===== src/rtl/approx_mul_pkg.sv =====
// ---------------------------------------------------------------------------
// approx_mul_pkg
// Shared types and constants for the sequential approximate multiplier.
//   state_t             : controller states (IDLE, RUN, DONE)
//   DEFAULT_WIDTH       : default operand width
//   DEFAULT_APPROX_COLS : default number of approximately computed columns
//   DEFAULT_CNT_W       : iteration counter width for the default width
//   cntWidth()          : iteration counter width for an arbitrary width
// ---------------------------------------------------------------------------
package approx_mul_pkg;

    typedef enum logic [1:0] {
        IDLE = 2'd0,
        RUN  = 2'd1,
        DONE = 2'd2
    } state_t;

    localparam int DEFAULT_WIDTH       = 16;
    localparam int DEFAULT_APPROX_COLS = 8;
    localparam int DEFAULT_CNT_W       = $clog2(DEFAULT_WIDTH);

    // A single-bit operand still needs a one-bit counter to exist.
    function automatic int cntWidth(input int width);
        return (width > 1) ? $clog2(width) : 1;
    endfunction

endpackage


===== src/rtl/approx_mul_seq_ctrl_acc_add.sv =====
// ---------------------------------------------------------------------------
// approx_acc_add
// Combinational 2*WIDTH accumulator adder for the approximate multiplier.
// The low APPROX_COLS columns are compressed with OR (sum = a|b); the carry
// that OR drops from the top approximate column (a&b) is injected into the
// exact upper region. Carry out of the top bit is discarded.
//   acc_i : current accumulator value
//   pp_i  : partial-product row to add
//   sum_o : approximate sum
// ---------------------------------------------------------------------------
module approx_acc_add #(
    parameter int WIDTH       = 16,
    parameter int APPROX_COLS = 8
) (
    input  logic [2*WIDTH-1:0] acc_i,
    input  logic [2*WIDTH-1:0] pp_i,
    output logic [2*WIDTH-1:0] sum_o
);

    localparam int PW = 2 * WIDTH;
    localparam int K  = APPROX_COLS;

    // Three shapes: fully exact, fully OR-based, or split at column K.
    generate
        if (K == 0) begin : g_exact
            assign sum_o = acc_i + pp_i;
        end else if (K >= PW) begin : g_allOr
            assign sum_o = acc_i | pp_i;
        end else begin : g_split
            logic          cin;
            logic [PW-K-1:0] cinExt;

            assign cin              = acc_i[K-1] & pp_i[K-1];
            assign cinExt           = (PW-K)'(cin);
            assign sum_o[K-1:0]     = acc_i[K-1:0] | pp_i[K-1:0];
            assign sum_o[PW-1:K]    = acc_i[PW-1:K] + pp_i[PW-1:K] + cinExt;
        end
    endgenerate

endmodule


===== src/rtl/approx_mul_seq_ctrl.sv =====
// ---------------------------------------------------------------------------
// approx_mul_seq_ctrl
// Iterative shift-add approximate multiplier controller. One operand pair is
// accepted in IDLE, one partial-product row is accumulated per RUN cycle and
// the result is held in DONE until the consumer takes it.
//   clk, rst_n          : clock (rising edge), asynchronous active-low reset
//   in_valid / in_ready : operand handshake (in_ready high only in IDLE)
//   in_a, in_b          : unsigned multiplicand / multiplier
//   out_valid/out_ready : result handshake (out_valid high only in DONE)
//   out_p               : approximate 2*WIDTH product
//   busy                : high in RUN or DONE
// Optional build macro APPROX_MUL_EARLY_TERM_EN: finish RUN as soon as the
// remaining multiplier bits are all zero. Results are unchanged.
// ---------------------------------------------------------------------------
module approx_mul_seq_ctrl
    import approx_mul_pkg::*;
#(
    parameter int WIDTH       = DEFAULT_WIDTH,
    parameter int APPROX_COLS = DEFAULT_APPROX_COLS
) (
    input  logic               clk,
    input  logic               rst_n,
    input  logic               in_valid,
    output logic               in_ready,
    input  logic [WIDTH-1:0]   in_a,
    input  logic [WIDTH-1:0]   in_b,
    output logic               out_valid,
    input  logic               out_ready,
    output logic [2*WIDTH-1:0] out_p,
    output logic               busy
);

    localparam int PW    = 2 * WIDTH;
    localparam int CNT_W = cntWidth(WIDTH);

    state_t             state_q, state_d;
    logic [WIDTH-1:0]   aOp_q, bOp_q;
    logic [PW-1:0]      acc_q;
    logic [CNT_W-1:0]   count_q;
    logic [PW-1:0]      ppRow;
    logic [PW-1:0]      accSum;
    logic               lastIter;

    // Current partial-product row, taken from the captured operands only.
    assign ppRow = bOp_q[count_q] ? (PW'(aOp_q) << count_q) : '0;

    approx_acc_add #(
        .WIDTH       (WIDTH),
        .APPROX_COLS (APPROX_COLS)
    ) u_accAdd (
        .acc_i (acc_q),
        .pp_i  (ppRow),
        .sum_o (accSum)
    );

    // The shift amount is widened so that count_q+1 = WIDTH does not wrap.
`ifdef APPROX_MUL_EARLY_TERM_EN
    assign lastIter = (count_q == CNT_W'(WIDTH - 1)) ||
                      ((bOp_q >> (32'(count_q) + 32'd1)) == '0);
`else
    assign lastIter = (count_q == CNT_W'(WIDTH - 1));
`endif

    // State register.
    always_ff @(posedge clk or negedge rst_n) begin
        if (!rst_n) begin
            state_q <= IDLE;
        end else begin
            state_q <= state_d;
        end
    end

    // Next-state logic. The DONE->IDLE edge never accepts new operands
    // because in_ready is only high once the state register shows IDLE.
    always_comb begin
        state_d = state_q;
        case (state_q)
            IDLE:    if (in_valid) state_d = RUN;
            RUN:     if (lastIter) state_d = DONE;
            DONE:    if (out_ready) state_d = IDLE;
            default: state_d = IDLE;
        endcase
    end

    // Handshake and status outputs are pure decodes of the state.
    always_comb begin
        in_ready  = (state_q == IDLE);
        out_valid = (state_q == DONE);
        busy      = (state_q == RUN) || (state_q == DONE);
    end

    // Datapath: capture operands on accept, accumulate one row per RUN
    // cycle, and leave the accumulator untouched in DONE so out_p holds.
    always_ff @(posedge clk or negedge rst_n) begin
        if (!rst_n) begin
            aOp_q   <= '0;
            bOp_q   <= '0;
            acc_q   <= '0;
            count_q <= '0;
        end else begin
            case (state_q)
                IDLE: begin
                    if (in_valid) begin
                        aOp_q   <= in_a;
                        bOp_q   <= in_b;
                        acc_q   <= '0;
                        count_q <= '0;
                    end
                end
                RUN: begin
                    acc_q   <= accSum;
                    count_q <= count_q + CNT_W'(1);
                end
                default: ;
            endcase
        end
    end

    assign out_p = acc_q;

endmodule

===== config.mk =====
export PLATFORM = sky130hd
export DESIGN_NAME = approx_mul_seq_ctrl
export DESIGN_NICKNAME = d
export VERILOG_FILES = /design/src/rtl/approx_mul_pkg.sv /design/src/rtl/approx_mul_seq_ctrl_acc_add.sv /design/src/rtl/approx_mul_seq_ctrl.sv
export SDC_FILE = /design/constraint.sdc
export NUM_CORES = 1
export LEC_CHECK = 0
export ABC_AREA = 1
export CORE_ASPECT_RATIO = 0.75
export CORE_MARGIN = 2
export CORE_UTILIZATION = 55
export DETAILED_ROUTE_END_ITERATION = 8
export PLACE_DENSITY = 0.77
export SLEW_MARGIN = 20
export SYNTH_ARGS = -nofsm -noshare
export SYNTH_HDL_FRONTEND = slang
export SYNTH_SLANG_ARGS = --single-unit

===== constraint.sdc =====
create_clock -name clk -period 3.61 [get_ports clk]
set_clock_uncertainty 0.15 [all_clocks]
set_input_delay 0.722 -clock clk [delete_from_list [all_inputs] [get_ports clk]]
set_output_delay 0.722 -clock clk [all_outputs]
set_load 0.02 [all_outputs]

Word-level counts from Yosys, hierarchy flattened
Cells that the tools add are included.
{ "classes": {"n_addsub": 3, "magnitude_cmp": 1, "eq_ne": 6, "shift": 1, "n_mux": 11, "bitwise": 2, "reduce_logical": 6} }
{ "op_table": {"columns": ["cell", "n"], "rows": [
  ["$mux W32", 2],
  ["$pmux W32 S2", 1],
  ["$shl A16 B4 Y32", 1],
  ["$add A24 B1 Y24", 1],
  ["$add A24 B24 Y24", 1],
  ["$or A8 B8 Y8", 1],
  ["$pmux W4 S2", 1],
  ["$mux W2", 3],
  ["$pmux W2 S3", 1],
  ["$lt A4 B5 Y1 const B", 1],
  ["$add A4 B1 Y4 const B", 1],
  ["$bmux W1 S4", 1],
  ["$eq A4 B4 Y1 const B", 1],
  ["$mux W4", 1],
  ["$ne A2 B2 Y1 const B", 2],
  ["$reduce_and A2 Y1", 2],
  ["$reduce_and A3 Y1", 1],
  ["$eq A2 B1 Y1 const B", 1],
  ["$eq A2 B2 Y1 const B", 1],
  ["$logic_not A2 Y1", 1],
  ["$ne A2 B1 Y1 const B", 1],
  ["$reduce_bool A2 Y1", 1],
  ["$and A1 B1 Y1", 1],
  ["$logic_or A1 B1 Y1", 1],
  ["$mux W1", 1]
]} }
{ "word_totals": {"register_bits": 70, "in_bits": 36, "output_inout_bits": 35, "word_cells": 35} }

Longest topological paths before layout
Gate-level depths: netlist of run 1.
{ "logic_depth": {"ltp_word": 6, "ltp_mapped": 26, "depth_no_buf": 24} }

Hierarchy
Synthesis of run 1 repeated with hierarchy kept, for this count alone.
{ "hier_totals": {"hier_cells": 955, "hier_area_um2": 6077.1} }
{ "by_module_without_submodules": {"columns": ["module", "n_inst", "cells_each", "area_per_inst_um2", "seq_area_each_um2"], "rows": [
  ["approx_mul_seq_ctrl", 1, 593, 4265.3, 1751.7],
  ["approx_acc_add", 1, 362, 1811.7, 0.0]
]} }

Worst setup path after synthesis of run 1
Ideal clock, no wire load.
{ "synth_path": {"path_type": "flip-flop to flip-flop", "start": "register count_q[0]", "end": "register acc_q[22] (netlist: out_p[22])", "setup_time_ns": 0.126, "t_arrival_ns": 2.696, "required_time_ns": 3.334, "slack_ns": 0.638, "stages_incl_launch_ff": 25, "n_path_buf": 2, "synth_period_minus_slack_ns": 2.972, "cell_sequence": "dfrtp_1 buf_6 inv_6 nor2_1 nor2_1 o21ai_0 nand2_1 nand2_1 nand2_2 nand2_2 nand2_2 buf_6 o211ai_2 fa_1 inv_1 fa_1 nand3_1 nand3_1 nand2_1 nand2_1 nand3_1 nand2_1 nand2_1 nand2_1 o21ai_0"} }
{ "synth_between": {"elab_chain_len": 6, "elab_cells_between_ends": 8, "cone_classes": "2 x add/sub; 1 x shift; 4 x mux; 1 x bitwise"} }
{ "synth_lines": {"columns": ["item", "line_no", "rtl"], "rows": [
  ["start, declared", "approx_mul_seq_ctrl.sv:39", "logic [CNT_W-1:0] count_q;"],
  ["start signal, assigned", "approx_mul_seq_ctrl.sv:112", "count_q <= count_q + CNT_W'(1);"],
  ["$bmux W1 S4", "approx_mul_seq_ctrl.sv:45", "assign ppRow = bOp_q[count_q] ? (PW'(aOp_q) << count_q) : '0;"],
  ["$mux W1 (implied by the code)", "approx_mul_seq_ctrl.sv:45", null],
  ["$mux W32 *", "approx_mul_seq_ctrl.sv:45", null],
  ["$add A24 B24 Y24 or $and A1 B1 Y1 (tied branches)", "approx_mul_seq_ctrl_acc_add.sv:36, approx_mul_seq_ctrl_acc_add.sv:33", null],
  ["$add A24 B1 Y24 *", "approx_mul_seq_ctrl_acc_add.sv:36", "assign sum_o[PW-1:K] = acc_i[PW-1:K] + pp_i[PW-1:K] + cinExt;"],
  ["$pmux W32 S2 *", "approx_mul_seq_ctrl.sv:101", "case (state_q)"],
  ["end signal, assigned", "approx_mul_seq_ctrl.sv:111", "acc_q <= accSum;"],
  ["end, declared", "approx_mul_seq_ctrl.sv:38", "logic [PW-1:0] acc_q;"]
]} }
Mark *: on every way between the ends. The rest lies on a longest branch, timed or not. The select of a mux whose other input is x is not followed.
A chain may end at the register's enable or synchronous reset.

Worst setup path in the final report of run 1
{ "layout_path": {"start": "register count_q[0]", "end": "register acc_q[27] (netlist: out_p[27])"} }
The elaborated chain is that of the path after synthesis.

==> results.md, run 1 <==
* Slowest-stage cell, CP: dfrtp_2
* Layout area overhead at 21.5%
* Final min period at 3.38 ns
* # nets final at 950
* Element type at the critical path start: flip-flop
* Mux cell area share after synthesis at 4.53%
* Total track usage at 33.0%
* Synth Area in Adders at about 6.7%
* FF+latch count, synth at 70
* CP Class: flip-flop to flip-flop
* Least-Margin Pin Slew at 0.690 ns
* Commonest non-fill, non-tap cell in the layout: nand2_1
* GRT overflow at 0
* N_diodes at 0
* Post-synth net total at 879
* CTS root buffer: clkbuf_16
* Crit share post-route at 93.6%
* Clock power share at roughly 16%
* Worst Reg2Reg Path Length in Cells at 22
* Post-Synth Simple-Gate Area at 33.4%
* Via-to-Cell Ratio at 5.57
* FF-to-FF End: out_p[27]
* Critical path's largest stage delay at about 0.43 ns
* Final Hold Vio Count at 0
* Status: finished, final reports clean
* Largest net degree at the start of global routing at 44
* Crit Path Max Fanout at 13
* Max VDD drop at 0.629 mV
* Setup violators final at 0
* Cell count after synthesis at 815
* First-pass GRT wire length at 27.8 mm
* Worst-Skew Late Latency at 0.34 ns
* Ys Warns at 0
* Cell internal pwr at 2.88 mW
* Tightest Hold Check Type: input pin to asynchronous set/reset pin
* Fmax at slightly below 300 MHz
* Post-synth cell types at between 40 and 50
* Pwr Total at 5.65 mW
* DRT iter0 DRCs at 643
* Cts hold-fix bufs at 0
* Synthesized area per cell at 6.67 um2
* Synth Area in Compound Gates at 12.2%
* Die area at 0.0107 mm2
* Finished Core Util at 68.7%
* Bufs on Longest Clock Path at 2
* Initial core utilization at about 57%
* Drt drc at 0
* TritonCTS Buffers at 9
* Seq/Total Area, Yosys at around 32%
* Largest family of logic cells by synthesized area: simple AND/OR/NAND/NOR gates
* Worst endpoint required time at 3.69 ns
* Count of flip-flops with a built-in enable after synthesis at 0
* Most frequent cells in the layout: nand2_1 (281), inv_1 (104), nor2_1 (69), dfrtp_1 (69), clkdlybuf4s50_1 (69)
* Flop pwr share at 24.0%
* Fraction of registers with async set/reset at 100%
* DP Wirelength at 13.1 mm
* Synthesized area at 0.00544 mm2
* Worst path arrival time at 3.46 ns
* DR vias at 5,700
* Drt pass-1 iters at 5
* Initial antenna violation count at 0
* Core footprint at 0.00962 mm2
* Htree depth at 3
* Top-Level Pins at 71
* Most used cell, CP: nand2_1
* Sw frac at 49.0%
* Layout cells sized above 1 at between 10 and 15%
* Routability-driven placement congestion ratio at about 1
* WL per Instance at 16.6 um
* Worst Setup End Kind: flip-flop
* I/O Buffers at 70
* Reg clk slew, reported paths at 0.06 ns
* R2r startpoint: count_q[0]
* CTS tree: yes
* Final wirelength at 16.9 mm
* Worst slew margin at 54.0%
* Die W at 119 um
* Slew Viols, Final at 0
* PwrDens at about 850 mW/mm2
* CTS Sinks at 70
* CP Cell Sequence: clkinv_4 -> nor2_1 -> nor2_1 -> o21ai_0 -> nand2_1 -> nand2_1 -> nand2_2 -> nand2_2 -> nand2_2 -> buf_4 -> o21ai_0 -> inv_1 -> ha_4 -> nand2_2 -> inv_1 -> nand2_1 -> nor2_1 -> nand4_1 -> nand3_1 -> nand2_1 -> nand3_1 -> nand2_1
* Vias in the first global route at 5,321
* Lkg Pwr at 3.41 nW
* Final antenna-violating net count at 0
* Total of max-cap violations at 0
* Most common flop cell mapped by yosys: dfrtp_1
* Sw Pwr at 2.77 mW
* R2r setup slk at 0.23 ns
* Comb power frac at 59.7%
* Xor/xnor share of the synthesized area at less than 1%
* Site Rows at 31
* Die Y at between 90 and 100 um
## area by class of cell
| cell class | instances | area [um2] |
|---|---|---|
| fill | 859 | 3010 |
| inverter | 106 | 403 |
| sequential | 70 | 1750 |
| timing repair inverter | 1 | 5.00 |
| tap | 132 | 165 |
| clock buffer | 9 | 225 |
| multi-input combinational | 612 | 3160 |
| timing repair buffer | 86 | 828 |
| clock inverter | 7 | 73.8 |
## stage by stage
step / setup WS (ns) / hold WS (ns) / instance area, um2 / TNS (ns) / cells
3_5_place_dp: 0.232 / 0.340 / 6250 / 0 / 1005
2_1_floorplan: 0.638 / 0.276 / 5440 / 0 / 815
5_1_grt: -0.0367 / 0.311 / 6610 / -0.0367 / 1023
4_1_cts: 0.174 / 0.282 / 6550 / 0 / 1021
3_3_place_gp: 0.344 / 0.342 / 6250 / 0 / 1005
6_report: 0.232 / 0.278 / 6610 / 0 / 1023
## worst max path at each step
stage,startpoint,to,slack [ns],cells past startpoint
6_report,count_q[0],out_p[27],0.23,22
5_1_grt,count_q[1],out_p[19],-0.04,21
4_1_cts,count_q[0],out_p[27],0.17,22
3_5_place_dp,count_q[0],out_p[22],0.23,21
3_3_place_gp,count_q[0],out_p[29],0.34,21
2_1_floorplan,count_q[0],out_p[22],0.64,24
## Yosys cell counts, types with 9 or more instances
| cell | count | area, um2 |
|---|---|---|
| nand2_1 | 286 | 1070 |
| inv_1 | 104 | 390 |
| nor2_1 | 72 | 270 |
| dfrtp_1 | 70 | 1750 |
| nand3_1 | 49 | 245 |
| a21oi_1 | 46 | 230 |
| o21ai_0 | 35 | 175 |
| ha_1 | 26 | 325 |
| mux2_2 | 21 | 236 |
| o21ai_1 | 15 | 75.1 |
| buf_2 | 12 | 60.1 |
| nand2_2 | 9 | 56.3 |
## power by group through the flow
stage               registers, mW  logic (mW)  clock network [mW]
global route                 1.39        3.72               0.950
floorplan                    1.39        2.21                   0
CTS                          1.34        3.24               0.924
global placement             1.34        3.17                   0
finish                       1.35        3.37               0.920
detailed placement           1.35        3.21                   0
## worst max-delay path: cells and delay by family, from the launching register on
family	cells	cell delay [ns]
AND/OR/NAND/NOR	15	1.54
buffers and inverters	4	0.55
flip-flops	1	0.43
adder cells (fa/ha/maj)	1	0.33
AO/OA/AOI/OAI	2	0.24
## layer usage
metal	GRT usage, %	up-vias	share of wire [%]
li1	-	2742	-
met1	52.3	2595	48
met2	45.8	327	39
met3	5.71	36	10
met4	8.73	0	2.1
met5	0	-	0
## cells by family (layout without fill, tap and decap cells)
kind of cell,count (synthesis),in the layout
multiplexers,22,22
AND/OR/NAND/NOR,443,443
buffers and inverters,133,209
AO/OA/AOI/OAI,117,117
adder cells (fa/ha/maj),28,28
flip-flops,70,70
XOR/XNOR,2,2
## sequential cells by signal, summed over array words and instances (netlist names)
signal,count
bOp_q,16
count_q,4
out_p,32
state_q,2
aOp_q,16
## repair_timing
item | CTS | global route
gates resized for setup | 0 | 17
setup buffers | 0 | 1
endpoints found under the setup margin | 0 | 14
Power figures use the tool's default switching activity.
==> inputs of run 2 (changes only) <==
- HOLD_SLACK_MARGIN: not set -> 0.02
- PLACE_DENSITY: 0.77 -> not set
- PLACE_DENSITY_LB_ADDON: not set -> 0.3
==> run 2 against run 1 <==
  * Non-clock buffer count unchanged
  * Via count decreased by 1.6%
  * Sequential power about the same
  * Combinational power about the same
  * Clock power increased by 13%
  * Highest routed layer unchanged
  * Utilization increased by 0.56 points
  * Die area unchanged
  * Hold slack got worse by 0.0064 ns
  * Register-to-register slack got worse by 0.05 ns
  * Clock-buffer cell count unchanged
==> results.md, run 2 (same netlist as run 1, synthesis figures left out) <==
* Total track usage at 32.2% (-0.83 points)
* Element type at the critical path start: flip-flop
* Top-Level Pins at 71 (unchanged)
* CTS tree: yes
* Commonest non-fill, non-tap cell in the layout: nand2_1
* Initial antenna violation count at 0 (unchanged)
* Final min period at 3.43 ns (+0.0545 ns)
* Worst endpoint required time at 3.70 ns (about the same)
* First-pass GRT wire length at 27.3 mm (-2.1%)
* Unrepaired setup endpoints after global routing: yes
* Worst slew margin at 62.9% (+8.9 points)
* Drt drc at 0 (unchanged)
* CTS root buffer: clkbuf_16
* Via-to-Cell Ratio at 5.48 (-1.6%)
* Layout area overhead at 22.5%
* Htree depth at 3 (unchanged)
* N_diodes at 0 (unchanged)
* CP Class: flip-flop to flip-flop
* CTS Sinks at 70 (unchanged)
* Site Rows at 31 (unchanged)
* PwrDens at 866 mW/mm2 (+1.3%)
* R2r startpoint: count_q[0]
* Tightest Hold Check Type: input pin to asynchronous set/reset pin
* Status: finished, final reports clean
* Drt pass-1 iters at 5 (unchanged)
* Crit share post-route at 95.1% (+1.5 points)
* Crit Path Max Fanout at 28 (+15)
* Max VDD drop at 0.768 mV (+22%)
* Register Area at 0.00175 mm2 (unchanged)
* Initial core utilization at 56.5% (unchanged)
* Worst path arrival time at 3.53 ns (+0.07 ns)
* I/O Buffers at 70 (unchanged)
* Die W at 119 um (unchanged)
* Lkg Pwr at 3.45 nW (+1.2%)
* Layout cells sized above 1 at 9.76% (-0.56 points)
* Most frequent cells in the layout: nand2_1 (284), inv_1 (104), nor2_1 (69), dfrtp_1 (69), clkdlybuf4s50_1 (69)
* Final antenna-violating net count at 0 (unchanged)
* Finished Core Util at 69.3% (+0.56 points)
* Least-Margin Pin Slew at 0.554 ns (-0.136 ns)
* Worst Setup End Kind: flip-flop
* DP Wirelength at 12.6 mm (-3.8%)
* # nets final at 950 (unchanged)
* Die area at 0.0107 mm2 (unchanged)
* CP Cell Sequence: buf_12 -> nand2_1 -> and2_1 -> nand2_1 -> o21ai_1 -> o21ai_0 -> nand2_1 -> nand2_1 -> nand2_1 -> inv_1 -> ha_1 -> nand2_1 -> inv_1 -> nand2_1 -> nand2_1 -> inv_1 -> nand3_1 -> nand2_1 -> a21oi_1 -> o21ai_0
* Vias in the first global route at 5,193 (-2.4%)
* Worst-Skew Late Latency at 0.34 ns (about the same)
* Worst-case hold slack at 0.272 ns (-0.00643 ns)
* CP startpoint: count_q[0]
* Bufs on Longest Clock Path at 2 (unchanged)
* Core footprint at 0.00962 mm2 (unchanged)
* Final wirelength at 16.6 mm (-1.9%)
* Total of max-cap violations at 0 (unchanged)
* Multi-input gate area at 0.00314 mm2 (-0.59%)
* TritonCTS Buffers at 9 (unchanged)
* Routability-driven placement congestion ratio at 1.04 (+4.0%)
* Most used cell, CP: nand2_1
* DR vias at 5,606 (-1.6%)
* Fmax at 291 MHz (-1.6%)
* DRT iter0 DRCs at 522 (-19%)
* GRT overflow at 0 (unchanged)
* Slew Viols, Final at 0 (unchanged)
* WL per Instance at 16.2 um (-1.9%)
* Critical path's largest stage delay at 0.45 ns (+0.02 ns)
* Reg clk slew, reported paths at 0.06 ns (about the same)
* Largest register FFs at 32 (unchanged)
* Die Y at 90.1 um (unchanged)
* Final Hold Vio Count at 0 (unchanged)
* Cts hold-fix bufs at 0 (unchanged)
* # fillers at 872 (+1.5%)
* Slowest-stage cell, CP: dfrtp_2
* Largest net degree at the start of global routing at 71 (+61%)
* Setup violators final at 0 (unchanged)
## run 2: changes by cell type in the layout (fill, tap and decap cells not counted), sizes merged
| cell | previous run | this run |
|---|---|---|
| clkinvlp | 4 | 0 |
| clkinv | 3 | 5 |
| bufinv | 1 | 3 |
## run 2: cell type report
class	count	area share [%]
tap	132	2.48
sequential	70	26.3
clock buffer	9	3.38
multi-input combinational	612	47.1
timing repair inverter	1	0.0751
timing repair buffer	86	12.8
clock inverter	7	1.82
inverter	106	6.05
## run 2: per-stage QoR
| step | std cells | instance area [um2] | TNS [ns] | worst slack [ns] | power [mW] |
|---|---|---|---|---|---|
| 5_1_grt | 1023 | 6660 | -0.0526 | -0.0268 | 6.19 |
| 2_1_floorplan | 815 | 5440 | 0 | 0.638 | 3.60 |
| 4_1_cts | 1022 | 6630 | 0 | 0.205 | 5.66 |
| 3_5_place_dp | 1006 | 6280 | 0 | 0.223 | 4.59 |
| 3_3_place_gp | 1006 | 6280 | 0 | 0.272 | 4.53 |
| 6_report | 1023 | 6660 | 0 | 0.178 | 5.77 |
## run 2: power breakdown
| part | switching, mW | internal [mW] |
|---|---|---|
| clock network | 0.360 | 0.678 |
| registers | 0.244 | 1.10 |
| logic | 2.13 | 1.25 |
| total | 2.74 | 3.03 |
## run 2: critical path, delay by kind of cell (launching register included)
family / cells / cell delay [ns]
flops: 1 / 0.45
buf+inv: 4 / 0.40
fa+ha+maj: 1 / 0.28
simple gates: 11 / 1.24
compound gates: 4 / 0.80
## run 2: path summary, 6_finish.rpt
kind | depth (start not counted) | end | slack [ns]
hold reg to reg | 1 | bOp_q[12] | 0.36
hold / removal | 2 | bOp_q[5] | 0.27
min in group clk | 1 | bOp_q[12] | 0.36
setup reg to reg | 20 | out_p[25] | 0.18
setup / recovery | 20 | out_p[25] | 0.18
max in group asynchronous | 2 | count_q[0] | 2.72
## run 2: metal layers
metal	GRT usage, %	vias to the layer above	wire [um]
met5	0	-	0
met1	50.2	2594	8360
li1	-	2743	-
met4	4.96	0	109
met2	45.5	257	6540
met3	7.87	12	1600
## run 2: repair_timing
item                                    4_1_cts  5_1_grt
setup buffers                                 0        0
endpoints found under the setup margin        0        9
resized for setup                             0       11
==> inputs of run 3 (changes only) <==
- SLEW_MARGIN: 20 -> 10
==> results of run 3 <==
Same layout as run 2: the final DEF is identical, and so are final timing and power.
